`config.mk`:
```
export PLATFORM = sky130hd
export DESIGN_NAME = mul_share_arbiter_flat
export DESIGN_NICKNAME = d
export VERILOG_FILES = /design/src/rtl/mul_share_arbiter_if.sv /design/src/rtl/mul_share_arbiter.sv /design/src/flat_wrapper.sv
export SDC_FILE = /design/constraint.sdc
export NUM_CORES = 1
export LEC_CHECK = 0
export ABC_AREA = 1
export BUFFER_PORTS_ARGS = -buffer_cell sky130_fd_sc_hd__buf_2
export CORE_ASPECT_RATIO = 0.9
export CORE_MARGIN = 4
export CORE_UTILIZATION = 44
export DETAILED_ROUTE_END_ITERATION = 8
export PLACE_DENSITY = 0.84
export SKIP_LAST_GASP = 1
export SYNTH_ARGS = -nofsm -noshare
export SYNTH_HDL_FRONTEND = slang
export SYNTH_SLANG_ARGS = --single-unit
```
`constraint.sdc`:
```
create_clock -name clk -period 3.4 [get_ports clk]
set_input_delay 1.02 -clock clk [delete_from_list [all_inputs] [get_ports clk]]
set_output_delay 1.02 -clock clk [all_outputs]
set_load 0.005 [all_outputs]
```
`src/rtl/mul_share_arbiter_if.sv`:
```
// Bundle of requester, multiplier and result-stream signals around mul_share_arbiter.
// A beat transfers on a rising clk edge where vld and rdy are both 1; a source holds its beat stable until then, and vld never waits on rdy. m_* has no rdy: every m_vld beat is consumed.
interface mul_share_arbiter_if #(
    parameter int QW = 5,
    parameter int UW = 1
);
    logic          r0_vld, r0_rdy, r0_last;
    logic [QW-1:0] r0_p;
    logic [UW-1:0] r0_u;
    logic          r1_vld, r1_rdy, r1_last;
    logic [QW-1:0] r1_p;
    logic [UW-1:0] r1_u;
    logic          m_vld, m_last;
    logic [QW-1:0] m_p;
    logic [UW-1:0] m_u;
    logic          z_vld, z_last, z_rdy;
    logic [QW-1:0] z;
    logic          o0_vld, o0_last, o0_rdy;
    logic [QW-1:0] o0_z;
    logic          o1_vld, o1_last, o1_rdy;
    logic [QW-1:0] o1_z;
    logic          busy, err_len;

    modport slave (
        input  r0_vld, r0_last, r0_p, r0_u, r1_vld, r1_last, r1_p, r1_u,
        input  z_vld, z_last, z, o0_rdy, o1_rdy,
        output r0_rdy, r1_rdy, m_vld, m_last, m_p, m_u, z_rdy,
        output o0_vld, o0_last, o0_z, o1_vld, o1_last, o1_z, busy, err_len
    );

    modport master (
        output r0_vld, r0_last, r0_p, r0_u, r1_vld, r1_last, r1_p, r1_u,
        output z_vld, z_last, z, o0_rdy, o1_rdy,
        input  r0_rdy, r1_rdy, m_vld, m_last, m_p, m_u, z_rdy,
        input  o0_vld, o0_last, o0_z, o1_vld, o1_last, o1_z, busy, err_len
    );
endinterface

```
`src/rtl/mul_share_arbiter.sv`:
```
// Round-robin frame arbiter sharing one polynomial multiplier between two requesters.
// Optional frame-length enforcement with err_len pulse: define MUL_ARB_LEN_CHECK_EN.
module mul_share_arbiter #(
    parameter int N   = 4,
    parameter int QW  = 5,
    parameter int UW  = 1,
    parameter int IDD = 2
) (
    input  logic                clk,
    input  logic                s_rst_n,
    mul_share_arbiter_if.slave  bus,
    output logic [1:0]          state_dbg
);
    localparam int CW = (N > 1) ? $clog2(N) : 1;
    localparam int PW = (IDD > 1) ? $clog2(IDD) : 1;
    localparam int OW = $clog2(IDD + 1);

    typedef enum logic [1:0] {IDLE = 2'd0, G0 = 2'd1, G1 = 2'd2} state_t;

    state_t         state, state_nx;
    logic [CW-1:0]  cnt, cnt_nx;
    logic           rr_pref, rr_nx;
    logic [IDD-1:0] id_mem;
    logic [PW-1:0]  wr_ptr, rd_ptr;
    logic [OW-1:0]  occ;

    logic           fifo_full, fifo_empty, head, pop, push, push_id;
    logic           gsel, at_end;
    logic           rx_vld, rx_last;
    logic [QW-1:0]  rx_p;
    logic [UW-1:0]  rx_u;
    logic           r0_rdy_c, r1_rdy_c, m_vld_c, m_last_c;
    logic [QW-1:0]  m_p_c;
    logic [UW-1:0]  m_u_c;
`ifdef MUL_ARB_LEN_CHECK_EN
    logic           len_err, err_q;
`endif

    function automatic logic [PW-1:0] ptr_inc(input logic [PW-1:0] p);
        return (p == PW'(IDD - 1)) ? '0 : p + 1'b1;
    endfunction

    assign fifo_full  = (occ == OW'(IDD));
    assign fifo_empty = (occ == '0);
    assign head       = id_mem[rd_ptr];

    // Return path: the oldest granted ID owns the z stream.
    assign bus.z_rdy   = !fifo_empty && (head ? bus.o1_rdy : bus.o0_rdy);
    assign bus.o0_vld  = !fifo_empty && !head && bus.z_vld;
    assign bus.o1_vld  = !fifo_empty &&  head && bus.z_vld;
    assign bus.o0_last = !fifo_empty && !head && bus.z_last;
    assign bus.o1_last = !fifo_empty &&  head && bus.z_last;
    assign bus.o0_z    = (!fifo_empty && !head) ? bus.z : '0;
    assign bus.o1_z    = (!fifo_empty &&  head) ? bus.z : '0;
    assign pop         = bus.z_vld && bus.z_rdy && bus.z_last;

    assign gsel    = (state == G1);
    assign rx_vld  = gsel ? bus.r1_vld  : bus.r0_vld;
    assign rx_last = gsel ? bus.r1_last : bus.r0_last;
    assign rx_p    = gsel ? bus.r1_p    : bus.r0_p;
    assign rx_u    = gsel ? bus.r1_u    : bus.r0_u;
    assign at_end  = (cnt == CW'(N - 1));

    always_comb begin
        state_nx = state;
        cnt_nx   = cnt;
        rr_nx    = rr_pref;
        push     = 1'b0;
        push_id  = 1'b0;
        r0_rdy_c = 1'b0;
        r1_rdy_c = 1'b0;
        m_vld_c  = 1'b0;
        m_last_c = 1'b0;
        m_p_c    = '0;
        m_u_c    = '0;
`ifdef MUL_ARB_LEN_CHECK_EN
        len_err  = 1'b0;
`endif
        case (state)
            IDLE: begin
                // A full FIFO still admits a grant when its head pops this cycle.
                if ((!fifo_full || pop) && (bus.r0_vld || bus.r1_vld)) begin
                    push     = 1'b1;
                    push_id  = (bus.r0_vld && bus.r1_vld) ? rr_pref : bus.r1_vld;
                    state_nx = push_id ? G1 : G0;
                end
            end
            G0, G1: begin
                r0_rdy_c = !gsel;
                r1_rdy_c = gsel;
                m_vld_c  = rx_vld;
                m_p_c    = rx_p;
                m_u_c    = rx_u;
`ifdef MUL_ARB_LEN_CHECK_EN
                m_last_c = at_end || rx_last;
                len_err  = rx_vld && (rx_last != at_end);
`else
                m_last_c = rx_last;
`endif
                if (rx_vld) begin
                    if (m_last_c) begin
                        cnt_nx   = '0;
                        rr_nx    = !gsel;
                        state_nx = IDLE;
                    end else begin
                        cnt_nx = at_end ? '0 : cnt + 1'b1;
                    end
                end
            end
            default: state_nx = IDLE;
        endcase
    end

    always_ff @(posedge clk or negedge s_rst_n) begin
        if (!s_rst_n) begin
            state   <= IDLE;
            cnt     <= '0;
            rr_pref <= 1'b0;
        end else begin
            state   <= state_nx;
            cnt     <= cnt_nx;
            rr_pref <= rr_nx;
        end
    end

    always_ff @(posedge clk or negedge s_rst_n) begin
        if (!s_rst_n) begin
            id_mem <= '0;
            wr_ptr <= '0;
            rd_ptr <= '0;
            occ    <= '0;
        end else begin
            if (push) begin
                id_mem[wr_ptr] <= push_id;
                wr_ptr         <= ptr_inc(wr_ptr);
            end
            if (pop) rd_ptr <= ptr_inc(rd_ptr);
            if (push && !pop)      occ <= occ + 1'b1;
            else if (pop && !push) occ <= occ - 1'b1;
        end
    end

`ifdef MUL_ARB_LEN_CHECK_EN
    always_ff @(posedge clk or negedge s_rst_n) begin
        if (!s_rst_n) err_q <= 1'b0;
        else          err_q <= len_err;
    end
    assign bus.err_len = err_q;
`else
    assign bus.err_len = 1'b0;
`endif

    assign bus.r0_rdy = r0_rdy_c;
    assign bus.r1_rdy = r1_rdy_c;
    assign bus.m_vld  = m_vld_c;
    assign bus.m_last = m_last_c;
    assign bus.m_p    = m_p_c;
    assign bus.m_u    = m_u_c;
    assign bus.busy   = (state != IDLE) || !fifo_empty;
    assign state_dbg  = state;
endmodule

```
`src/flat_wrapper.sv`:
```
// flat-port wrapper written by rule: the top's interface ports become plain ports
module mul_share_arbiter_flat 
#(
    parameter int N   = 4,
    parameter int QW  = 5,
    parameter int UW  = 1,
    parameter int IDD = 2
)
  (clk, s_rst_n, state_dbg, bus_r0_vld, bus_r0_last, bus_r0_p, bus_r0_u, bus_r1_vld, bus_r1_last, bus_r1_p, bus_r1_u, bus_z_vld, bus_z_last, bus_z, bus_o0_rdy, bus_o1_rdy, bus_r0_rdy, bus_r1_rdy, bus_m_vld, bus_m_last, bus_m_p, bus_m_u, bus_z_rdy, bus_o0_vld, bus_o0_last, bus_o0_z, bus_o1_vld, bus_o1_last, bus_o1_z, bus_busy, bus_err_len);
  mul_share_arbiter_if #(.QW(QW), .UW(UW)) bus_i ();
  input  logic clk;
  input  logic s_rst_n;
  output logic [1:0] state_dbg;
  input wire logic [$bits(bus_i.r0_vld)-1:0] bus_r0_vld;
  input wire logic [$bits(bus_i.r0_last)-1:0] bus_r0_last;
  input wire logic [$bits(bus_i.r0_p)-1:0] bus_r0_p;
  input wire logic [$bits(bus_i.r0_u)-1:0] bus_r0_u;
  input wire logic [$bits(bus_i.r1_vld)-1:0] bus_r1_vld;
  input wire logic [$bits(bus_i.r1_last)-1:0] bus_r1_last;
  input wire logic [$bits(bus_i.r1_p)-1:0] bus_r1_p;
  input wire logic [$bits(bus_i.r1_u)-1:0] bus_r1_u;
  input wire logic [$bits(bus_i.z_vld)-1:0] bus_z_vld;
  input wire logic [$bits(bus_i.z_last)-1:0] bus_z_last;
  input wire logic [$bits(bus_i.z)-1:0] bus_z;
  input wire logic [$bits(bus_i.o0_rdy)-1:0] bus_o0_rdy;
  input wire logic [$bits(bus_i.o1_rdy)-1:0] bus_o1_rdy;
  output wire logic [$bits(bus_i.r0_rdy)-1:0] bus_r0_rdy;
  output wire logic [$bits(bus_i.r1_rdy)-1:0] bus_r1_rdy;
  output wire logic [$bits(bus_i.m_vld)-1:0] bus_m_vld;
  output wire logic [$bits(bus_i.m_last)-1:0] bus_m_last;
  output wire logic [$bits(bus_i.m_p)-1:0] bus_m_p;
  output wire logic [$bits(bus_i.m_u)-1:0] bus_m_u;
  output wire logic [$bits(bus_i.z_rdy)-1:0] bus_z_rdy;
  output wire logic [$bits(bus_i.o0_vld)-1:0] bus_o0_vld;
  output wire logic [$bits(bus_i.o0_last)-1:0] bus_o0_last;
  output wire logic [$bits(bus_i.o0_z)-1:0] bus_o0_z;
  output wire logic [$bits(bus_i.o1_vld)-1:0] bus_o1_vld;
  output wire logic [$bits(bus_i.o1_last)-1:0] bus_o1_last;
  output wire logic [$bits(bus_i.o1_z)-1:0] bus_o1_z;
  output wire logic [$bits(bus_i.busy)-1:0] bus_busy;
  output wire logic [$bits(bus_i.err_len)-1:0] bus_err_len;
  assign bus_i.r0_vld = bus_r0_vld;
  assign bus_i.r0_last = bus_r0_last;
  assign bus_i.r0_p = bus_r0_p;
  assign bus_i.r0_u = bus_r0_u;
  assign bus_i.r1_vld = bus_r1_vld;
  assign bus_i.r1_last = bus_r1_last;
  assign bus_i.r1_p = bus_r1_p;
  assign bus_i.r1_u = bus_r1_u;
  assign bus_i.z_vld = bus_z_vld;
  assign bus_i.z_last = bus_z_last;
  assign bus_i.z = bus_z;
  assign bus_i.o0_rdy = bus_o0_rdy;
  assign bus_i.o1_rdy = bus_o1_rdy;
  assign bus_r0_rdy = bus_i.r0_rdy;
  assign bus_r1_rdy = bus_i.r1_rdy;
  assign bus_m_vld = bus_i.m_vld;
  assign bus_m_last = bus_i.m_last;
  assign bus_m_p = bus_i.m_p;
  assign bus_m_u = bus_i.m_u;
  assign bus_z_rdy = bus_i.z_rdy;
  assign bus_o0_vld = bus_i.o0_vld;
  assign bus_o0_last = bus_i.o0_last;
  assign bus_o0_z = bus_i.o0_z;
  assign bus_o1_vld = bus_i.o1_vld;
  assign bus_o1_last = bus_i.o1_last;
  assign bus_o1_z = bus_i.o1_z;
  assign bus_busy = bus_i.busy;
  assign bus_err_len = bus_i.err_len;
  mul_share_arbiter #(.N(N), .QW(QW), .UW(UW), .IDD(IDD)) u_core (.clk(clk), .s_rst_n(s_rst_n), .bus(bus_i), .state_dbg(state_dbg));
endmodule
```
==> metrics list <==
- Result of the run: finished, final reports clean
* Worst hold path type: register to register
* Data required time of the worst path: 2.38 ns
- For this run, the total global-route usage over all layers was measured as 0.1827.
- Remaining design rule violation count: 0
* Maximum buffer depth of the clock tree: 2
- Clock buffers created by TritonCTS: 3
- Post-CTS repair changed the size of 0 cells.
* Effective utilization at floorplan: 0.4841
- Port Buffers: 54
- Unique cell type count in the Yosys netlist: 22
- The first detailed-routing pass took 4 iterations.
* Drt total wl: 2263 microns
- The startpoint identified for the worst register-to-register timing path is u_core.state_dbg[0].
* Num ports: 56
- Dividing the final minimum period by the clock period gives 0.7735.
- The analysis attributes to cell leakage a power of 0.7270 nW.
- Cells after Synth: 130
* Critical-path cell list: inv_1 -> ha_1 -> inv_2 -> nand2_1 -> a21oi_1 -> buf_2
- Upper clock frequency limit: 380.2 MHz
- The synthesized netlist occupies a cell area of 839.6 sq um.
- Area of the die: 0.002672 sq mm
* Most numerous cell in the Yosys netlist: sky130_fd_sc_hd__nor2_1
- The tool flagged a number of max-cap violations equal to 0.
- Final number of max-transition violations: 0
* TritonCTS clock tree: done
* Setup crit end kind: output port
* Multi-input combinational cell area: 504.2 sq um
- At the end of the flow the core is filled with cells to 0.6659.
- Predominant post-synthesis flop cell: sky130_fd_sc_hd__dfrtp_1
- The worst setup path is launched from a register.
* Total clock sinks: 9
- The core region is 0.001734 sq mm.
- Counting the fill cells in the layout gives 158.
* Total congestion overflow after global routing: 0
- For this run, asynchronously set or reset flops after synthesis account for 1.000.
* Critical path fanouts, max: 11
* Number of storage elements in the synthesis netlist: 9
* Worst hold-check slack: 0.5118 ns
- Total via count after detailed routing: 972
* Number of global-route vias before repair: 848
- In this run the clock root is driven by a sky130_fd_sc_hd__clkbuf_4.
- Die H: 49.44 microns
* Half-perimeter wire length after detailed placement: 1894 microns
- Seq/Total Area, Yosys: 0.2683
* Source-to-sink clock delay at the later pin of the worst-skew pair: 0.27 ns
- N_diodes: 0
* Power per cell area: 848.8 mW/mm^2
- First-pass GRT wire length: 3650 microns
- The net count of the finished layout is 218.
- Subtracting the final worst setup slack from the clock period gives 2.630 ns.
* Standard cell with the maximum stage delay on the critical path: sky130_fd_sc_hd__dfrtp_1
* H-tree Lvls: 1
* Placed cell area: 0.001127 sq mm
- The worst register-to-register path has a depth of 8.
* Gp weighted congestion: 0.8281
- Synth area leader: sky130_fd_sc_hd__dfrtp_1
* Top cells by instance count after synthesis: sky130_fd_sc_hd__nor2_1 (32), sky130_fd_sc_hd__inv_1 (23), sky130_fd_sc_hd__nand2_1 (19)
- The Yosys step of the flow raised 0 warnings.
- Final-report setup violation count: 0
* Area growth, synth to finish: 37.56%
- Placement Rows: 14
* Number of antenna violations at the first check in global routing: 0
- Unrepaired setup endpoints after global routing: false
- Syn Area/Cell: 6.458 sq um
- Launching instance or port of the critical path: u_core.state_dbg[0]
* Endpoints failing hold: 0
* Critical path arrival: 1.61 ns
- Sequential cell area: 225.2 sq um
- The number of nets in the synthesized netlist is 161.
- VDD sags by at most 556.8 uV.
* Number of setup buffers added after CTS: 0
- Maximum number of pins on one net before global-route repair: 12
- CP max stage delay: 0.40 ns
* Wire length per cell after detailed routing: 10.78 microns
- Chip Width: 54.05 microns
* Area contributors post-synth: sky130_fd_sc_hd__dfrtp_1 (27%), sky130_fd_sc_hd__nor2_1 (14%), sky130_fd_sc_hd__inv_1 (10%), sky130_fd_sc_hd__nand2_1 (8.5%), sky130_fd_sc_hd__ha_1 (6.0%)
- Final ANT Viol Nets: 0
- Vias per std cell: 4.629
- EDFF count, synth: 0
- After clock tree synthesis, the clock-pin slew on the worst setup and hold paths is 0.07 ns.
- Fin Setup TNS: 0 ns
- The worst register-to-register path ends at u_core.occ[1].
- Clock skew on the completed layout was measured at 0.006223 ns.
- The finished cells cover 0.001155 sq mm.
- Number of buffers added to fix hold violations after cts: 0
* Capture point of the critical path: bus_m_last
* Reg-to-reg slack, setup: 1.55 ns
- Synth top area share: 0.2683
- Layout cells sized above 1: 0.3871
* 1st-iter DRT viols: 18
- Setup CP Type: register to output port
report_power, final:
part / internal, mW / switching [mW]
Combinational: 0.281 / 0.415
Sequential: 0.161 / 0.0400
Clock: 0.0435 / 0.0399
Total: 0.485 / 0.495
flip-flops by register name (all words and copies together), names as in the netlist:
name	flops
u_core.id_mem	2
u_core.occ	2
u_core.rd_ptr	1
u_core.rr_pref	1
u_core.state_dbg	2
u_core.wr_ptr	1
final cells by class:
type                            instances  share of cell area
Sequential cell                         9              0.1950
Timing Repair Buffer                   54              0.2340
Inverter                               26             0.08451
Clock inverter                          1            0.004334
Clock buffer                            3             0.01950
Tap cell                               24             0.02600
Multi-Input combinational cell         93              0.4366
per-layer routing:
metal / global-route usage / wire length (microns) / vias up
li1: - / - / 507
met1: 0.2241 / 928 / 428
met2: 0.3085 / 1085 / 35
met3: 0.04587 / 230 / 2
met4: 0.04979 / 19 / 0
met5: 0 / 0 / -
through the flow:
stage	std cells	total power, mW	setup slack [ns]
finish	210	0.9803	0.7701
global route	210	1.094	0.5965
CTS	210	0.9879	0.7791
detailed placement	206	0.8980	0.8202
global placement	206	0.8722	0.8450
floorplan	130	0.6582	1.036
worst max-delay path, delay by kind of cell, from the launching register on:
kind / cells / cell delay, ns
adders and majority gates: 1 / 0.31
and+or+nand+nor: 1 / 0.09
DFF: 1 / 0.40
AOI/OAI and AO/OA: 1 / 0.16
buffers and inverters: 3 / 0.39
worst min path at each step:
stage	from	endpoint	slack, ns	depth (start not counted)
after CTS	u_core.id_mem[1]	u_core.id_mem[1]	0.51	2
after global routing	u_core.occ[0]	u_core.occ[0]	0.55	1
after floorplan	u_core.id_mem[1]	u_core.id_mem[1]	0.47	2
after global placement	u_core.id_mem[1]	u_core.id_mem[1]	0.50	2
final	u_core.id_mem[1]	u_core.id_mem[1]	0.51	2
after detailed placement	u_core.id_mem[1]	u_core.id_mem[1]	0.50	2
cells in the final DEF, fill, tap and decap left out:
| master | synthesis | layout |
|---|---|---|
| sky130_fd_sc_hd__xor2_1 | 2 | 2 |
| sky130_fd_sc_hd__inv_1 | 23 | 23 |
| sky130_fd_sc_hd__a21oi_1 | 3 | 3 |
| sky130_fd_sc_hd__clkinv_2 | 0 | 1 |
| sky130_fd_sc_hd__nor2_1 | 32 | 32 |
| sky130_fd_sc_hd__nand2_2 | 4 | 4 |
| sky130_fd_sc_hd__inv_2 | 3 | 3 |
| sky130_fd_sc_hd__nand2_1 | 19 | 19 |
| sky130_fd_sc_hd__nand3_2 | 2 | 2 |
| sky130_fd_sc_hd__ha_1 | 4 | 4 |
| sky130_fd_sc_hd__o21ai_0 | 9 | 9 |
| sky130_fd_sc_hd__dfrtp_1 | 9 | 9 |
| sky130_fd_sc_hd__nand3_1 | 7 | 7 |
| sky130_fd_sc_hd__nand2_4 | 3 | 3 |
| sky130_fd_sc_hd__clkbuf_4 | 0 | 3 |
| sky130_fd_sc_hd__nand4_4 | 1 | 1 |
| sky130_fd_sc_hd__nor2_4 | 1 | 1 |
| sky130_fd_sc_hd__o22ai_1 | 1 | 1 |
| sky130_fd_sc_hd__xnor2_1 | 1 | 1 |
| sky130_fd_sc_hd__buf_2 | 1 | 54 |
| sky130_fd_sc_hd__nand4_1 | 2 | 2 |
| sky130_fd_sc_hd__o21a_1 | 1 | 1 |
| sky130_fd_sc_hd__conb_1 | 1 | 1 |
kinds of logic (layout without fill, tap and decap cells):
group           count (synthesis)  in the layout  synth area share
simple gates                   71             71            0.4173
buf+inv                        28             84            0.1311
compound gates                 14             14           0.08793
flops                           9              9            0.2683
fa+ha+maj                       4              4           0.05961
xor+xnor                        3              3           0.03130
other cells                     1              1          0.004467
(Power assumes the default switching activity.)
